### src/rtl/riscv_mem_stage.sv
// Memory-access stage: runs word load/store transactions with data memory,
// raises stall requests while an access is outstanding, and owns MEM/WB.
module riscv_mem_stage #(
  parameter int TIMEOUT = 16
) (
  input  logic        clk,
  input  logic        rst,
  input  logic [4:0]  stall,
  input  logic [4:0]  rd_idx_i,
  input  logic        rd_we_i,
  input  logic [31:0] data_i,
  input  logic        data_we_i,
  input  logic        data_re_i,
  input  logic [31:0] data_addr_i,
  output logic        mem_req_o,
  output logic        mem_we_o,
  output logic [31:0] mem_addr_o,
  output logic [31:0] mem_wdata_o,
  input  logic [31:0] mem_rdata_i,
  input  logic        mem_ack_i,
  output logic        stallreq_o,
  output logic [4:0]  wb_rd_idx_o,
  output logic        wb_rd_we_o,
  output logic [31:0] wb_data_o,
  output logic        misalign_o,
  output logic        bus_err_o
);

  localparam logic [1:0] IDLE = 2'd0;
  localparam logic [1:0] REQ  = 2'd1;
  localparam logic [1:0] DONE = 2'd2;

  logic [1:0]  state;
  logic [7:0]  cnt;
  logic [31:0] buf_data;
  logic        buf_we;
  logic        buf_err;

  logic        access, misal, aligned, tmo, complete;
  logic [31:0] nxt_data;
  logic        nxt_we, nxt_mis, nxt_err;
  logic        unused_stall;

  assign unused_stall = ^stall[2:0];

  assign access  = data_re_i | data_we_i;
  assign misal   = access & (data_addr_i[1:0] != 2'b00);
  assign aligned = access & ~misal;
  // Acknowledge takes precedence over an expiring counter.
  assign tmo     = (state == REQ) && !mem_ack_i && (cnt == 8'(TIMEOUT - 1));

  always_comb begin
    stallreq_o = 1'b0;
    complete   = 1'b0;
    nxt_data   = data_i;
    nxt_we     = rd_we_i;
    nxt_mis    = 1'b0;
    nxt_err    = 1'b0;
    case (state)
      IDLE: begin
        stallreq_o = aligned;
        complete   = !aligned;
        if (misal) begin
          nxt_we  = 1'b0;
          nxt_mis = 1'b1;
        end
      end
      REQ: begin
        // The timeout cycle retires the instruction, so it does not stall.
        stallreq_o = !mem_ack_i && !tmo;
        complete   = mem_ack_i || tmo;
        if (mem_ack_i) begin
          nxt_data = data_re_i ? mem_rdata_i : data_i;
          nxt_we   = rd_we_i & ~data_we_i;
        end else begin
          nxt_we  = 1'b0;
          nxt_err = 1'b1;
        end
      end
      DONE: begin
        complete = 1'b1;
        nxt_data = buf_data;
        nxt_we   = buf_we;
        nxt_err  = buf_err;
      end
      default: ;
    endcase
  end

  // MEM/WB register and error pulses
  always_ff @(posedge clk) begin
    if (rst) begin
      wb_rd_idx_o <= '0;
      wb_rd_we_o  <= 1'b0;
      wb_data_o   <= '0;
      misalign_o  <= 1'b0;
      bus_err_o   <= 1'b0;
    end else begin
      misalign_o <= 1'b0;
      bus_err_o  <= 1'b0;
      if (stall[3] && !stall[4]) begin
        wb_rd_idx_o <= '0;
        wb_rd_we_o  <= 1'b0;
        wb_data_o   <= '0;
      end else if (!stall[3] && complete) begin
        wb_rd_idx_o <= rd_idx_i;
        wb_rd_we_o  <= nxt_we;
        wb_data_o   <= nxt_data;
        misalign_o  <= nxt_mis;
        bus_err_o   <= nxt_err;
      end
    end
  end

  // Transaction FSM, request registers and load buffer
  always_ff @(posedge clk) begin
    if (rst) begin
      state       <= IDLE;
      cnt         <= '0;
      mem_req_o   <= 1'b0;
      mem_we_o    <= 1'b0;
      mem_addr_o  <= '0;
      mem_wdata_o <= '0;
      buf_data    <= '0;
      buf_we      <= 1'b0;
      buf_err     <= 1'b0;
    end else begin
      case (state)
        IDLE: begin
          if (aligned) begin
            state       <= REQ;
            cnt         <= '0;
            mem_req_o   <= 1'b1;
            mem_we_o    <= data_we_i;
            mem_addr_o  <= data_addr_i;
            mem_wdata_o <= data_i;
          end
        end
        REQ: begin
          if (complete) begin
            mem_req_o <= 1'b0;
            buf_data  <= nxt_data;
            buf_we    <= nxt_we;
            buf_err   <= nxt_err;
            state     <= stall[3] ? DONE : IDLE;
          end else begin
            cnt <= cnt + 8'd1;
          end
        end
        DONE: begin
          if (!stall[3]) state <= IDLE;
        end
        default: state <= IDLE;
      endcase
    end
  end

endmodule

### config.mk
export PLATFORM = sky130hd
export DESIGN_NAME = riscv_mem_stage
export DESIGN_NICKNAME = d
export VERILOG_FILES = /design/src/rtl/riscv_mem_stage.sv
export SDC_FILE = /design/constraint.sdc
export NUM_CORES = 1
export LEC_CHECK = 0
export CELL_PAD_IN_SITES_DETAIL_PLACEMENT = 0
export CELL_PAD_IN_SITES_GLOBAL_PLACEMENT = 1
export CORE_MARGIN = 3
export CORE_UTILIZATION = 39
export CTS_BUF_LIST = sky130_fd_sc_hd__clkbuf_16
export CTS_CLUSTER_SIZE = 20
export DETAILED_ROUTE_END_ITERATION = 16
export DONT_BUFFER_PORTS = 1
export PLACE_DENSITY = 0.8
export REMOVE_ABC_BUFFERS = 1
export SLEW_MARGIN = 40
export SYNTH_ARGS = -nofsm -noshare
export SYNTH_HDL_FRONTEND = slang
export SYNTH_SLANG_ARGS = --single-unit
### constraint.sdc
create_clock -name clk -period 5.35 [get_ports clk]
set_input_delay 1.07 -clock clk [delete_from_list [all_inputs] [get_ports clk]]
set_output_delay 1.07 -clock clk [all_outputs]
set_load 0.03 [all_outputs]
# After elaboration in Yosys (flattened, before gate mapping)

Index checks and enable logic that the tools add are counted.

Add/sub/neg operators: 1
Reductions and logical operators: 22
Bitwise logic cells: 8
Equality and inequality tests: 7
Muxes and demuxes: 22

Operators with widths:

| cell                | number |
|---|---|
| $mux 32             | 2 |
| $pmux 32 s2         | 1 |
| $mux 8              | 2 |
| $pmux 8 s2          | 1 |
| $reduce_and 3->1    | 3 |
| $add 8x1->8 const B | 1 |
| $eq 8x4->1 const B  | 1 |
| $mux 2              | 4 |
| $ne 2x2->1 const B  | 4 |
| $mux 1              | 6 |
| $pmux 1 s2          | 3 |
| $pmux 1 s3          | 2 |
| $pmux 2 s3          | 1 |
| $logic_and 1x1->1   | 5 |
| $logic_not 1->1     | 5 |
| $not 1->1           | 4 |
| $reduce_and 2->1    | 2 |
| $reduce_bool 2->1   | 2 |
| $reduce_or 4->1     | 1 |
| $and 1x1->1         | 3 |
| $reduce_or 3->1     | 1 |
| $eq 2x1->1 const B  | 1 |
| $eq 2x2->1 const B  | 1 |
| $logic_not 2->1     | 1 |
| 3 further kinds     | 3 |

Word-level logic and storage cells: 74
Bits in registers: 150
Output and inout bits: 107
Input bits: 112

# Longest topological paths before layout

Depth in word-level cells: 9
Depth in mapped cells: 10
Gate-level depth less buffers: 7

# Least setup slack after synthesis

No wires, ideal clock.

Path kind: input-to-output
Start: in data_we_i
End: out stallreq_o
Data arrival time: 2.313 ns
Setup slack: 1.967 ns
Cell stages on the path: 5
Required time: 4.280 ns
Buffers on the path: 2
Cells stage by stage: o21ai_0 -> or2_2 -> clkbuf_1 -> buf_1 -> nand2_1

Cells in the longest elaborated chain, start to end: 5

Ends and longest elaborated chain:

| element         | RTL line | text |
|---|---|---|
| start, declared | 12       | `input logic data_we_i,` |
| $or 1x1->1 *    | 46       | `assign access = data_re_i \| data_we_i;` |
| $and 1x1->1     | 47       | `assign misal = access & (data_addr_i[1:0] != 2'b00);` |
| $not 1->1       | 48       | `assign aligned = access & ~misal;` |
| $and 1x1->1 *   | 48       |  |
| $pmux 1 s2 *    | 59       | `case (state)` |
| end, declared   | 21       | `output logic stallreq_o,` |

Mark *: on every way between the ends. The rest lies on a longest branch, timed or not.

# Worst setup path in the final report

Start: reg state[0]
End: out stallreq_o

Cells in the longest elaborated chain, start to end: 6
Elaborated cells on any way between the ends: 7
Classes of those cells: 1 x eq/ne; 1 x mux; 5 x reduce/logical

Ends and longest elaborated chain:

| element                        | RTL line | text |
|---|---|---|
| start, declared                | 33       | `logic [1:0] state;` |
| start signal, assigned         | 145      | `state <= stall[3] ? DONE : IDLE;` |
| $eq 2x1->1                     | 50, 59   |  |
| $logic_and 1x1->1 (2 in a row) | 50       | `assign tmo = (state == REQ) && !mem_ack_i && (cnt == 8'(TIMEOUT - 1));` |
| $logic_not 1->1                | 70       | `stallreq_o = !mem_ack_i && !tmo;` |
| $logic_and 1x1->1              | 70       |  |
| $pmux 1 s2 *                   | 59       |  |

Marks and branches as above.

==> results.json <==
{
  "status": "finished, final reports clean",
  "p_leak_uw": 0.00231,
  "viasPerCell": 5.94,
  "fp.dieW_um": 131,
  "ys_async_sr_fraction_pct": 0,
  "first_global_vias": 5119,
  "ys_types": 48,
  "rows": 45,
  "seq_power_share_pct": 45.2,
  "cts_tree": "built",
  "io_buffers": 0,
  "die_area_um2": 17200,
  "synth_mux_area_share_pct": 0.327,
  "power_frac_clock_pct": 38.6,
  "clockRootBuffer": "clkbuf_16",
  "area_growth_pct": 12.0,
  "place_ws_ns": 2.25,
  "finalHoldViolations": 0,
  "synthCells": 719,
  "wire_per_inst_um": 20.1,
  "routed_wl_um": 18200,
  "yosysWarnings": 0,
  "dpl.hpwl_um": 11700,
  "drv_slew": 0,
  "fmax_mhz": 321,
  "p_comb_share_pct": 16.2,
  "ioPinCount": 219,
  "swShare_pct": 33.0,
  "grt_overflow": 0,
  "insertedDiodeCount": 0,
  "peakVddDrop_uv": 233,
  "period_share_pct": 58.3,
  "max-slew-margin-rel_pct": 44.2,
  "hp-start": "cnt[7]",
  "yosys.area.top_type": "dfxtp_1",
  "rsz0062_at_grt": "no",
  "critPathLaunchType": "flip-flop",
  "post_cts_buffers": 0,
  "synth_area_leaders": "dfxtp_1 49%, a21oi_1 8.9%, a211oi_1 8.2%",
  "critPathRequiredTime_ns": 4.28,
  "period_minus_slack_ns": 3.12,
  "p_sw_uw": 1030,
  "grt_usage_pct": 20.5,
  "powerDensity_nw_per_um2": 458,
  "post_cts_resized": 0,
  "r2r-start": "state[1]",
  "yosysSeqAreaShare_pct": 49.1,
  "tightest_slew_ns": 0.836,
  "antenna_left": 0,
  "clkTransAtPathRegs_ns": 0.06,
  "fin_nets": 797,
  "gp_congestion": 0.832,
  "syn_avg_cell_area_um2": 8.51,
  "stdcell_area_um2": 6850,
  "clock_path_buffers": 2,
  "p_int_uw": 2100,
  "cp_max_fo": 6,
  "finClkSkew_ns": 0.0112,
  "numCtsBuffers": 17,
  "clock_latency_ns": 0.43,
  "criticalPathCategory": "flip-flop to output pin",
  "synth_area_um2": 6120,
  "end_kind": "output pin",
  "yosys.area_share.simple_pct": 14.6,
  "fin_ws_ns": 2.23,
  "finalSetupTns_ns": 0,
  "core_um2": 15300,
  "drive_gt1_share_pct": 8.08,
  "synthAdderAreaFrac_pct": 1.02,
  "ys.flop_type": "dfxtp_1",
  "place_area_um2": 6250,
  "hold_slack_ns": 0.486,
  "start_util_pct": 40.1,
  "antenna_found_initial": 0,
  "setup_viol": 0,
  "synth_top_family_by_area": "compound AO/OA/AOI/OAI gates",
  "synth_top_area_share_pct": 49.1,
  "drtIter0Drc": 363,
  "cp.arrival_ns": 2.05,
  "hold_path.class": "flip-flop to flip-flop",
  "cts.hold.buffers_added": 0,
  "max-cap-violations": 0,
  "ys_ff_latch": 150,
  "drc": 0,
  "grt_max_degree": 117,
  "startpoint": "state[0]",
  "clock-sinks": 150,
  "synth_edf_count": 0,
  "die_h_um": 131,
  "synth_compound_area_share_pct": 29.8,
  "total_power_uw": 3140,
  "synth_xor_area_share_pct": 0,
  "grt_pass1_wl_um": 28700,
  "via_count": 5371,
  "drt_first_pass_iters": 7,
  "h-tree-depth": 4
}
path summary, 6_finish.rpt:
| kind | to | slack (ns) | cells after the start |
|---|---|---|---|
| worst min register to register | cnt[7] | 0.49 | 2 |
| worst min-delay path | cnt[7] | 0.49 | 2 |
| worst max-delay path | stallreq_o | 2.23 | 5 |
| worst max register to register | buf_err | 2.60 | 8 |
placed cells by master (no fill, tap or decap), drive strengths merged, types with 2 or more instances in the layout:
cell type / count
dfxtp: 150
nand2: 133
a21oi: 109
a211oi: 68
nor2: 42
a22oi: 33
a22o: 32
o21ai: 18
clkbuf: 17
inv: 14
nand3: 9
buf: 9
ha: 5
and3: 4
clkinv: 4
nand2b: 3
or4b: 3
clkinvlp: 3
or2: 3
or4: 3
mux2i: 2
a31oi: 2
o31ai: 2
nor4: 2
nand4b: 2
o32ai: 2
nor3b: 2
bufinv: 2
o21bai: 2
routing by layer:
metal,share of wire (%),vias to the layer above,global-route usage [%]
met3,8.1,27,6.81
met2,49,237,33.9
li1,-,2514,-
met5,0,-,0
met4,2.0,0,7.18
met1,41,2593,25.2
power groups by stage:
stage / Sequential [uW] / Clock (uW) / Combinational (uW)
2_1_floorplan: 1420 / 0 / 354
3_3_place_gp: 1440 / 0 / 472
3_5_place_dp: 1440 / 0 / 504
4_1_cts: 1420 / 1230 / 505
5_1_grt: 1430 / 1280 / 567
6_report: 1420 / 1210 / 508
cell families (layout without fill, tap and decap cells):
group	after synthesis	after routing
AO/OA/AOI/OAI	277	277
adder cells (fa/ha/maj)	5	5
buffers and inverters	75	49
flip-flops	150	150
multiplexers	2	2
AND/OR/NAND/NOR	210	210
sequential cells by signal (all words and copies together) (netlist names):
signal / flops
buf_data: 32
buf_err: 1
buf_we: 1
bus_err_o: 1
cnt: 8
mem_addr_o: 32
mem_req_o: 1
mem_wdata_o: 32
mem_we_o: 1
misalign_o: 1
state: 2
wb_data_o: 32
wb_rd_idx_o: 5
wb_rd_we_o: 1
layout make-up:
class	instances	area, um^2
clock inverters	15	171
fillers	1484	8410
clock buffers	17	425
flip-flops and latches	150	3000
inverters	8	30.0
repair buffers	9	103
multi-input cells	494	2860
well taps	211	264
metrics by stage:
stage          instances  utilization, %
2_1_floorplan        652               -
3_3_place_gp         869            40.5
3_5_place_dp         872            40.9
4_1_cts              904            44.9
5_1_grt              904            44.9
6_report             904            44.9
cells in the mapped netlist (2+ instances only):
master	count
mux2i_1	2
a22oi_1	33
o31ai_1	2
o21ai_0	17
or4b_1	3
nor2_1	42
nor3b_1	2
or2_2	2
nand3_1	9
clkbuf_1	47
a22o_1	32
nor4_1	2
or4_1	2
buf_1	4
dfxtp_1	150
buf_6	2
nand4b_1	2
nand2_1	133
a31oi_1	2
and3_1	4
a211oi_1	67
ha_1	5
nand2b_1	3
inv_1	7
o32ai_1	2
buf_2	13
a21oi_1	109
worst max-delay path, cell delays in order, from the launching register on:
cell	delay, ns
dfxtp_1	0.34
inv_1	0.13
ha_1	0.28
o21ai_0	0.27
or2_2	0.36
nand2_1	0.26
(Power assumes the default switching activity.)
==> RTL edit (same flow settings) <==
Reset style: asynchronous (`rst`), changed in 2 clocked blocks.
--- a/src/rtl/riscv_mem_stage.sv
+++ b/src/rtl/riscv_mem_stage.sv
@@ -88,7 +88,7 @@
   end
 
   // MEM/WB register and error pulses
-  always_ff @(posedge clk) begin
+  always_ff @(posedge clk or posedge rst) begin
     if (rst) begin
       wb_rd_idx_o <= '0;
       wb_rd_we_o  <= 1'b0;
@@ -113,7 +113,7 @@
   end
 
   // Transaction FSM, request registers and load buffer
-  always_ff @(posedge clk) begin
+  always_ff @(posedge clk or posedge rst) begin
     if (rst) begin
       state       <= IDLE;
       cnt         <= '0;
Check against the original RTL: differs if rst is asserted again (counterexample within 4 cycles, from zero or initial values and one cycle with rst high); with rst held inactive, the same outputs for 4 cycles.
==> RTL edit against the unedited design <==
Setup slack got worse by 0.37 ns; critical path type unchanged; synthesized area increased by 13%; count of clock-buffer cells in the layout unchanged; wire length up 8.0%; sequential cell count unchanged; final area is 11% higher; clock skew up 0.0035 ns.
Power is not compared: it rests on default switching activity, and its combinational part moved more than twofold at a synthesized area within 25%.
==> RTL edit: results (changes against the unedited design) <==
synth_fa_ha_area_share_pct: 0.907  # -0.12 points
ys_top_cells_by_area: "dfrtp_1 54%, nand2_1 13%, a222oi_1 3.8%"
slew_headroom_pct: 49.5  # +5.2 points
synth_common_cells: "237 x nand2_1, 150 x dfrtp_1, 45 x o21ai_0"
gp_congestion: 0.800  # -3.9%
skew_ns: 0.0147  # +0.00348 ns
drt-initial-drc-count: 526  # +45%
clockBufferDepth: 2  # unchanged
synth_compound_area_share_pct: 21.2  # -8.6 points
dpl_worst_slack_ns: 1.97  # -0.271 ns
routedWlPerCell_um: 21.4  # +6.1%
synth_cells: 711  # -1.1%
dp.cells: 889  # +1.9%
p_int_mw: 2.85
async_flop_share_pct: 100  # +100 points
ys_seq_area_share_pct: 54.4  # +5.3 points
yosys_most_used_dff: "dfrtp_1"
synth.distinct_cells: 50  # +4.2%
insertion_delay_ns: 0.42
dpl_cell_area_um2: 7010  # +12%
status: "completed"
num_vias: 5503  # +2.5%
fmax_mhz: 287  # -11%
crit_arrival_ns: 2.42  # +0.37 ns
grt_pass1_vias: 5591  # +9.2%
routed_wl_um: 19700  # +8.0%
leakage_nw: 3.54
grt_max_degree: 65  # -44%
cts.repair.resized: 0  # unchanged
grt_pass1_wl_um: 31600  # +10%
critical-path-slowest-cell: "or3_2"
crit_path_max_incr_delay_ns: 0.71  # +0.35 ns
worstPathMaxFanout: 20  # +14
final_nets: 800  # +0.38%
root_buffer: "clkbuf_16"
hpwl_um: 12700  # +7.8%
synthMuxAreaShare_pct: 0.308  # -0.019 points
cts_setup_buffers: 0  # unchanged
drive_above_1_share_pct: 10.6  # +2.6 points
grt.total_usage_pct: 20.2  # -0.32 points
## RTL edit: changes by cell type after synthesis, moves of 19 or more
cell      delta
o21ai_0     +28
nand2_1    +104
a22o_1      -25
a222oi_1    +26
a22oi_1     -27
nor2_1      -33
a41oi_1     +27
dfxtp_1    -150
a211oi_1    -65
dfrtp_1    +150
and3_1      +25
o31ai_2     +19
a21oi_1    -101
## RTL edit: layout make-up
class	count	area (um2)
Timing Repair Buffer	10	75.1
Tap cell	225	282
Sequential cell	150	3750
Clock buffer	17	425
Inverter	9	38.8
Fill cell	1627	9700
Multi-Input combinational cell	495	2860
Clock inverter	15	166
## RTL edit: path summary, 6_finish.rpt
check,start,to,slack (ns),cells after the start
setup / recovery,state[0],stallreq_o,1.86,5
hold / removal,buf_we,buf_we,0.48,2
setup reg to reg,state[0],cnt[3],2.45,6
hold reg to reg,buf_we,buf_we,0.48,2
max in group asynchronous,rst,mem_wdata_o[8],3.73,2
min in group asynchronous,rst,mem_addr_o[29],0.57,1
## RTL edit: cells by family (layout without fill, tap and decap cells)
logic type,after synthesis,count (layout)
flip-flops,150,150
buffers and inverters,66,51
AND/OR/NAND/NOR,308,308
adder cells (fa/ha/maj),5,5
AO/OA/AOI/OAI,180,180
multiplexers,2,2
## RTL edit: critical path: cells and delay by family, from the launching register on
kind                       cells  cell delay [ns]
and+or+nand+nor                2             1.08
DFF                            1             0.40
adders and majority gates      1             0.26
AOI/OAI and AO/OA              1             0.15
buffers and inverters          1             0.12
## RTL edit: metal layers
metal  vias to the layer above  track usage (%)  wire (um)
li1                       2492                -          -
met1                      2723             26.0       8050
met2                       261             32.4       9430
met3                        27             6.79       1890
met4                         0             6.44        312
met5                         -                0          0
